--- src/rtl/ipsxe_floating_point_pkg.sv ---
// Shared definitions for the floating-point example-design op sequencer:
// FSM states, ROM entry field positions and the operand LFSR polynomial.
package ipsxe_floating_point_pkg;

  typedef enum logic [2:0] {
    StIdle,
    StFetch,
    StLoad,
    StIssue,
    StWaitRes,
    StFin
  } state_e;

  localparam int unsigned OP_SEL_MSB = 5;
  localparam int unsigned OP_SEL_LSB = 3;
  localparam int unsigned RND_MSB    = 2;
  localparam int unsigned RND_LSB    = 1;
  localparam int unsigned STOP_BIT   = 0;

  // x^32 + x^22 + x^2 + x + 1, right-shifting Galois tap mask
  localparam logic [31:0] LFSR_POLY = 32'h8020_0003;

endpackage

--- src/rtl/ipsxe_floating_point_lfsr.sv ---
// Right-shifting Galois LFSR; advances one step per cycle while step is high.
module ipsxe_floating_point_lfsr #(
  parameter int unsigned       WIDTH = 32,
  parameter logic [WIDTH-1:0]  SEED  = WIDTH'(1),
  parameter logic [WIDTH-1:0]  POLY  = WIDTH'(32'h8020_0003)
) (
  input  logic             clk,
  input  logic             rst,
  input  logic             step,
  output logic [WIDTH-1:0] value
);

  always_ff @(posedge clk or posedge rst) begin
    if (rst) begin
      value <= SEED;
    end else if (step) begin
      value <= (value >> 1) ^ (value[0] ? POLY : '0);
    end
  end

endmodule

--- src/rtl/ipsxe_floating_point_op_sequencer.sv ---
// Walks the operation ROM, issues one op per entry to the FP core and folds
// results into an XOR checksum. Define IPSXE_FLOATING_POINT_OPSEQ_LOOP_EN to
// make runs repeat forever after the first start.
module ipsxe_floating_point_op_sequencer
  import ipsxe_floating_point_pkg::*;
#(
  parameter int unsigned NUM_OPS = 16,
  parameter int unsigned OPD_W   = 32,
  parameter logic [31:0] SEED_A  = 32'h1,
  parameter logic [31:0] SEED_B  = 32'h2
) (
  input  logic             clk,
  input  logic             rst,
  input  logic             start,
  output logic [3:0]       rd_addr,
  input  logic [7:0]       dout,
  output logic             op_valid,
  input  logic             op_ready,
  output logic [2:0]       op_sel,
  output logic [1:0]       rnd_mode,
  output logic [OPD_W-1:0] opa,
  output logic [OPD_W-1:0] opb,
  input  logic             res_valid,
  input  logic [OPD_W-1:0] res_data,
  output logic             busy,
  output logic             done,
  output logic [OPD_W-1:0] checksum,
  output logic             proto_err
);

  localparam logic [3:0] LAST_ADDR = 4'(NUM_OPS - 1);

  state_e      state;
  logic        stop;
  logic        lfsr_step;
  logic [31:0] lfsr_a;
  logic [31:0] lfsr_b;
  logic        unused_rsvd;

  assign unused_rsvd = ^dout[7:6];
  assign lfsr_step   = (state == StIssue) && op_valid && op_ready;

  ipsxe_floating_point_lfsr #(
    .WIDTH (32),
    .SEED  (SEED_A),
    .POLY  (LFSR_POLY)
  ) u_lfsr_a (
    .clk   (clk),
    .rst   (rst),
    .step  (lfsr_step),
    .value (lfsr_a)
  );

  ipsxe_floating_point_lfsr #(
    .WIDTH (32),
    .SEED  (SEED_B),
    .POLY  (LFSR_POLY)
  ) u_lfsr_b (
    .clk   (clk),
    .rst   (rst),
    .step  (lfsr_step),
    .value (lfsr_b)
  );

  always_ff @(posedge clk or posedge rst) begin
    if (rst) begin
      state     <= StIdle;
      rd_addr   <= '0;
      op_valid  <= 1'b0;
      op_sel    <= '0;
      rnd_mode  <= '0;
      stop      <= 1'b0;
      opa       <= OPD_W'(SEED_A);
      opb       <= OPD_W'(SEED_B);
      busy      <= 1'b0;
      done      <= 1'b0;
      checksum  <= '0;
      proto_err <= 1'b0;
    end else begin
      done <= 1'b0;
      // A result strobe outside WAIT_RES is flagged and otherwise dropped.
      if (res_valid && (state != StWaitRes)) begin
        proto_err <= 1'b1;
      end
      case (state)
        StIdle: begin
          if (start) begin
            checksum <= '0;
            rd_addr  <= '0;
            busy     <= 1'b1;
            state    <= StFetch;
          end
        end
        StFetch: begin
          state <= StLoad;
        end
        StLoad: begin
          op_sel   <= dout[OP_SEL_MSB:OP_SEL_LSB];
          rnd_mode <= dout[RND_MSB:RND_LSB];
          stop     <= dout[STOP_BIT];
          opa      <= OPD_W'(lfsr_a);
          opb      <= OPD_W'(lfsr_b);
          op_valid <= 1'b1;
          state    <= StIssue;
        end
        StIssue: begin
          if (op_valid && op_ready) begin
            op_valid <= 1'b0;
            state    <= StWaitRes;
          end
        end
        StWaitRes: begin
          if (res_valid) begin
            checksum <= checksum ^ res_data;
            if (stop || (rd_addr == LAST_ADDR)) begin
              done  <= 1'b1;
              state <= StFin;
            end else begin
              rd_addr <= rd_addr + 4'd1;
              state   <= StFetch;
            end
          end
        end
        StFin: begin
`ifdef IPSXE_FLOATING_POINT_OPSEQ_LOOP_EN
          // Checksum of the finished pass stays visible while done pulses.
          rd_addr  <= '0;
          checksum <= '0;
          state    <= StFetch;
`else
          busy  <= 1'b0;
          state <= StIdle;
`endif
        end
        default: begin
          state <= StIdle;
        end
      endcase
    end
  end

endmodule

--- config.mk ---
export PLATFORM = sky130hd
export DESIGN_NAME = ipsxe_floating_point_op_sequencer
export DESIGN_NICKNAME = d
export VERILOG_FILES = /design/src/rtl/ipsxe_floating_point_pkg.sv /design/src/rtl/ipsxe_floating_point_lfsr.sv /design/src/rtl/ipsxe_floating_point_op_sequencer.sv
export SDC_FILE = /design/constraint.sdc
export NUM_CORES = 1
export LEC_CHECK = 0
export BUFFER_PORTS_ARGS = -buffer_cell sky130_fd_sc_hd__buf_2
export CAP_MARGIN = 10
export CORE_MARGIN = 8
export CORE_UTILIZATION = 45
export DETAILED_ROUTE_END_ITERATION = 16
export PLACE_DENSITY = 0.75
export SLEW_MARGIN = 40
export SYNTH_ARGS = -nofsm -noshare
export SYNTH_HDL_FRONTEND = slang
export SYNTH_SLANG_ARGS = --single-unit
--- constraint.sdc ---
create_clock -name clk -period 4.61 [get_ports clk]
set_input_delay 0.2305 -clock clk [delete_from_list [all_inputs] [get_ports clk]]
set_output_delay 0.2305 -clock clk [all_outputs]
set_load 0.005 [all_outputs]
==> results of run 1 <==
[cell usage in the layout (no fill, tap or decap), drive strengths merged, types with 3 or more instances in the layout]
cell type and count:
dfstp 4, o31ai 31, nand3 5, xnor2 6, nor2 3, buf 160, clkbuf 21, o21ai 35
a21oi 9, mux2 129, inv 6, nor2b 32, clkinv 4, dfrtp 173, nand2 35, clkinvlp 4
a21o 3
[worst max-delay path: stages (launching register included)]
cell and delay, ns:
dfrtp_1 0.36, buf_4 0.27, nor2b_1 0.53, and2_4 0.47, buf_12 0.28, mux2_2 0.37
[where the power goes]
| part | internal [mW] | leakage, nW | total, mW | switching, mW |
|---|---|---|---|---|
| combinational | 0.928 | 1.71 | 1.75 | 0.818 |
| clock | 0.790 | 0.272 | 1.39 | 0.599 |
| sequential | 2.09 | 2.32 | 2.47 | 0.379 |
[final timing paths]
check	endpoint	slack (ns)	cells after the start
min in group clk	rnd_mode[1]	0.05	2
setup / recovery	u_lfsr_a.value[29]	2.16	5
max in group asynchronous	checksum[23]	4.06	3
setup reg to reg	u_lfsr_a.value[29]	2.16	5
hold / removal	opb[18]	0.0008	3
hold reg to reg	proto_err	0.47	1
[routing by layer]
layer	up-vias	wire length (um)
li1	2172	-
met1	2382	6850
met2	127	7677
met4	0	185
met3	17	1251
met5	-	0
[state kept, by name, indices dropped and copies added, names as in the netlist]
signal / count
op_valid: 1
busy: 1
state: 3
checksum: 32
rnd_mode: 2
rd_addr: 4
proto_err: 1
opb: 32
u_lfsr_b.value: 32
op_sel: 3
u_lfsr_a.value: 32
stop: 1
done: 1
opa: 32
[Yosys cell counts (all sizes together)]
library cell / number / area [um2]
ha: 1 / 12.51
o31ai: 31 / 232.7
nand3b: 1 / 7.510
mux2i: 1 / 10.01
or4: 1 / 7.510
or2: 1 / 6.260
nor2: 3 / 11.26
a21oi: 9 / 45.04
and2: 1 / 8.760
and3: 2 / 17.52
and4bb: 1 / 12.51
o221ai: 1 / 8.760
nor3: 1 / 10.01
mux2: 129 / 1475
o32a: 1 / 10.01
xnor2: 6 / 52.55
a41oi: 1 / 8.760
a21o: 3 / 22.52
nor2b: 32 / 200.2
buf: 22 / 150.1
clkbuf: 11 / 41.29
a31o: 1 / 8.760
or3: 2 / 12.51
a211oi: 2 / 20.02
nand2: 35 / 131.4
nand3: 5 / 25.02
a31oi: 2 / 12.51
a2bb2oi: 1 / 8.760
or3b: 2 / 17.52
o22ai: 1 / 6.260
inv: 5 / 18.77
dfrtp: 173 / 4329
o21ai: 35 / 175.2
nand4: 1 / 6.260
dfstp: 4 / 105.1
[metrics by stage]
stage | std cells | util (%) | hold WS, ns | cell area [um2] | power, mW
after global routing | 902 | 55.52 | 0.02300 | 8756 | 5.971
after CTS | 901 | 55.35 | 0.02355 | 8728 | 5.689
final | 902 | 55.52 | 0.0008118 | 8756 | 5.605
after detailed placement | 870 | 51.72 | 0.4607 | 8157 | 4.275
after floorplan | 528 | - | 0.3470 | 7232 | 3.601
after global placement | 868 | 51.56 | 0.4373 | 8130 | 4.147
[cell type report]
type / count / area, um2
repair buffers: 160 / 854.6
clock inverters: 10 / 101.3
clock buffers: 21 / 470.5
inverters: 5 / 22.52
flip-flops and latches: 177 / 4434
well taps: 216 / 270.3
multi-input cells: 313 / 2603
fillers: 1350 / 7014
[cell families (layout without fill, tap and decap cells)]
kind of cell / after synthesis / count (layout) / synth area share, %
buf+inv: 38 / 196 / 2.908
mux: 130 / 130 / 20.55
compound gates: 88 / 88 / 7.737
fa+ha+maj: 1 / 1 / 0.1731
xor+xnor: 6 / 6 / 0.7270
simple gates: 88 / 88 / 6.561
flops: 177 / 177 / 61.35
==> flow_summary.yaml, run 1 <==
status:
  outcome: "finished, final reports clean"
timing:
  fin_crit_ns: 2.451
  fmax_mhz: 408.1
  setup_viol: 0
  setup_slack_ns: 2.159
  rsz0062_at_grt: "false"
  slew_headroom_pct: 52.97
  period_share_pct: 53.16
  fin_skew_ns: 0.006631
  setup_tns_ns: 0
  tightest_slew_ns: 0.7054
  hold_viol: 0
  drv_slew: 0
clocking:
  clk_latency_ns: 0.42
  htreeDepth: 4
  cts_max_path_buffers: 2
  post_cts_buffers: 0
  postCtsHoldBufs: 0
  cts_sinks: 177
  ctsResizeCount: 0
  path_clk_slew_ns: 0.07
  cts_root_buffer: "clkbuf_16"
  cts_buffers: 17
  cts_tree: "done"
global_route:
  use_met2_pct: 26.28
  grt_overflow: 0
  grt_pass1_vias: 5063
  use_met3_pct: 5.943
  antenna_found_initial: 0
  grt_max_degree: 66
  track_usage_pct: 16.13
  grt_pass1_wl_mm: 25.81
  grt_most_used_layer: "met2"
  grt_use_met1_pct: 19.42
flow_run:
  max_cap_violations: 0
floorplan:
  start_util_pct: 45.83
  coreArea_mm2: 0.01577
  io_pins: 154
  die_y_um: 142.7
  die_x_um: 142.7
  dieArea_mm2: 0.02037
  rows: 46
layout:
  drive_gt1_share_pct: 48.69
  area_growth_pct: 21.14
  antenna_cells: 0
  nNetsFinal: 720
setup_path:
  critical_path_peak_fanout: 46
  end_kind: "flip-flop"
  crit_path_start_kind: "flip-flop"
  crit_type: "reg -> reg"
  crit_required_ns: 4.91
  r2r-start: "state[2]"
  crit_start: "state[2]"
  critPathArrivalTime_ns: 2.75
routing:
  ant_nets: 0
  via_per_inst: 5.208
  vias: 4698
  wl_per_cell_um: 17.70
  drtIter0Drc: 220
  routed_wl_mm: 15.96
  drc_errors: 0
  first_pass_iters: 4
synthesis:
  synth_seq_cells: 177
  ys_types: 41
  yosysWarnings: 0
  ys_seq_area_share_pct: 61.35
  syn_avg_cell_area_um2: 13.69
  syn_area_mm2: 0.007228
  synth_fp_nets: 574
  netlist_instances: 528
power_and_ir_drop:
  p_per_area_mw_per_mm2: 640.2
  irDropWorstVdd_v: 0.0002798
  p_leak_nw: 4.308
placed_design:
  dp_hpwl_mm: 10.85
  gp_congestion: 0.7956
  pre_cts_slack_ns: 2.031
  portBuffers: 151
worst_hold_path:
  hp-class: "in -> async"
No activity file was read; power rests on OpenSTA's default activity.
==> inputs of run 2 (changes only) <==
ABC_AREA = 1   (was unset)
PLACE_DENSITY = 0.76   (was 0.75)
clock period = 2.1 ns   (was 4.61 ns; I/O delays follow)
==> run 2 against run 1 <==
  * Largest cell class unchanged
  * Critical endpoint is now u_lfsr_a.value[1]
  * Area after synthesis shrank 0.23%
  * Sequential share of layout area shrank 0.69 points
  * Register-to-register slack lost 1.9 ns
  * Worst setup slack lost 1.9 ns
  * Highest routed layer unchanged
==> flow_summary.yaml, run 2 <==
worst_hold_path:
  hp-class: "in -> reg"
  hp-start: "res_data[26]"
clocking:
  cts_buffers: 17
  cts_tree: "done"
  clk_latency_ns: 0.43
  htreeDepth: 4
  cts_root_buffer: "clkbuf_16"
  path_clk_slew_ns: 0.07
  ctsResizeCount: 0
  cts_max_path_buffers: 2
  post_cts_buffers: 0
  cts_sinks: 177
timing:
  setup_viol: 0
  rsz0062_at_grt: "false"
  slew_headroom_pct: 61.92
  fin_crit_ns: 1.792
  drv_slew: 0
  fmax_mhz: 558.0
  hold_viol: 0
  period_share_pct: 85.33
  fin_skew_ns: 0.005035
  setup_tns_ns: 0
  tightest_slew_ns: 0.5704
routing:
  routed_wl_mm: 15.45
  first_pass_iters: 4
  via_per_inst: 4.657
  wl_per_cell_um: 13.14
  drtIter0Drc: 335
  vias: 5477
  drc_errors: 0
  ant_nets: 0
synthesis:
  ys.flop_type: "dfrtp_1"
  synthTopCellsByArea: "dfrtp_1, nand2_1, o21ai_0"
  synth_fp_nets: 840
  ys_types: 22
  syn_avg_cell_area_um2: 9.083
  ys_seq_area_share_pct: 61.49
  synth_seq_cells: 177
  syn_area_mm2: 0.007212
  netlist_instances: 794
  synthArstFlopShare_pct: 100.0
  yosysWarnings: 0
  synth.largest_area_cell: "dfrtp_1"
  synth_top_area_share_pct: 60.03
  synth_most_common_cell: "nand2_1"
  synth.cells.most_frequent: "nand2_1, dfrtp_1, o21ai_0"
  synth_edf_count: 0
layout:
  design_area_mm2: 0.008876
  most-common-layout-cells: "nand2_1, dfrtp_1, buf_2"
  antenna_cells: 0
  drive_gt1_share_pct: 22.08
  fin_util_pct: 56.28
  fin_cells: 1176
  area_growth_pct: 23.07
  layout_commonest_cell: "nand2_1"
  nNetsFinal: 993
setup_path:
  critPathArrivalTime_ns: 2.09
  crit_type: "reg -> reg"
  crit_start: "state[2]"
  crit_buf_inv: 2
  critical_path_peak_fanout: 16
  max_stage_delay_ns: 0.44
  slowest_stage: "dfrtp_1"
  crit_required_ns: 2.40
  path_cells: "inv_2 > nand3_1 > nor2_4 > inv_1 > nand2_1 > o21ai_0"
  crit_path_start_kind: "flip-flop"
  crit_family: "simple AND/OR/NAND/NOR gates"
  end_kind: "flip-flop"
  r2r-start: "state[2]"
power_and_ir_drop:
  p_per_area_mw_per_mm2: 1378
  irDropWorstVdd_v: 0.0006828
  p_leak_nw: 4.512
floorplan:
  die_x_um: 142.6
  die_y_um: 142.6
  coreArea_mm2: 0.01577
  rows: 46
  io_pins: 154
  start_util_pct: 45.73
  dieArea_mm2: 0.02033
global_route:
  grt_pass1_wl_mm: 25.81
  grt_max_degree: 132
  antenna_found_initial: 0
  track_usage_pct: 15.95
  grt_pass1_vias: 5287
  grt_overflow: 0
placed_design:
  placed_cells: 1135
  dpl_cell_area_mm2: 0.008223
  dp_hpwl_mm: 10.19
  portBuffers: 151
  gp_congestion: 0.7605
status:
  outcome: "finished, final reports clean"
flow_run:
  max_cap_violations: 0
[run 2: repair_timing]
action,CTS,global route
endpoints found under the setup margin,0,0
hold buffers,9,0
endpoints found under the hold margin,20,0
[run 2: report_power, final]
part	internal, mW	total [mW]	switching [mW]
logic	1.50	3.69	2.19
clock network	1.65	3.01	1.36
registers	4.77	5.54	0.770
total	7.91	12.2	4.32
[run 2: path summary, 6_finish.rpt]
kind | endpoint | slack, ns | depth (start not counted)
worst max register to register | u_lfsr_a.value[1] | 0.31 | 6
worst min-delay path | checksum[26] | 0.04 | 5
worst max-delay path | u_lfsr_a.value[1] | 0.31 | 6
min in group asynchronous | checksum[10] | 0.20 | 3
worst min register to register | opb[15] | 0.48 | 2
max in group asynchronous | u_lfsr_b.value[1] | 1.09 | 4
[run 2: kinds of logic after synthesis]
group | Yosys count | synth area share, %
flip-flops | 177 | 61.49
adder cells (fa/ha/maj) | 1 | 0.1735
AO/OA/AOI/OAI | 130 | 9.126
multiplexers | 11 | 1.718
XOR/XNOR | 6 | 0.7287
AND/OR/NAND/NOR | 360 | 20.63
buffers and inverters | 109 | 6.142
[run 2: cell type report]
type	count	area (um2)
fill	1442	6894
tap	216	270.3
multi-input combinational	508	2347
sequential	177	4434
timing repair buffer	170	983.4
clock buffer	18	429.2
inverter	73	277.8
clock inverter	14	133.9
[run 2: stage by stage]
stage	setup WS, ns	total power, mW	hold WS [ns]
floorplan	-0.2684	7.797	0.2523
global placement	0.3159	9.200	0.1050
detailed placement	0.2993	9.347	0.09989
CTS	0.2893	12.44	0.02212
global route	0.06522	13.24	0.04074
finish	0.3080	12.23	0.03948
[run 2: worst min-delay path, cell delays in order]
cell and delay [ns]:
buf_2 0.11, nor2_1 0.08, nor3b_1 0.05, nand2_1 0.05, nand2_1 0.04
[run 2: layer usage]
layer	part of all wire, %	vias up	GRT usage, %	wire length, um
li1	-	2805	-	-
met1	45	2518	19.56	6950
met2	45	134	25.38	6965
met3	8.4	20	6.206	1302
met4	1.5	0	5.089	229
met5	0	-	0	0
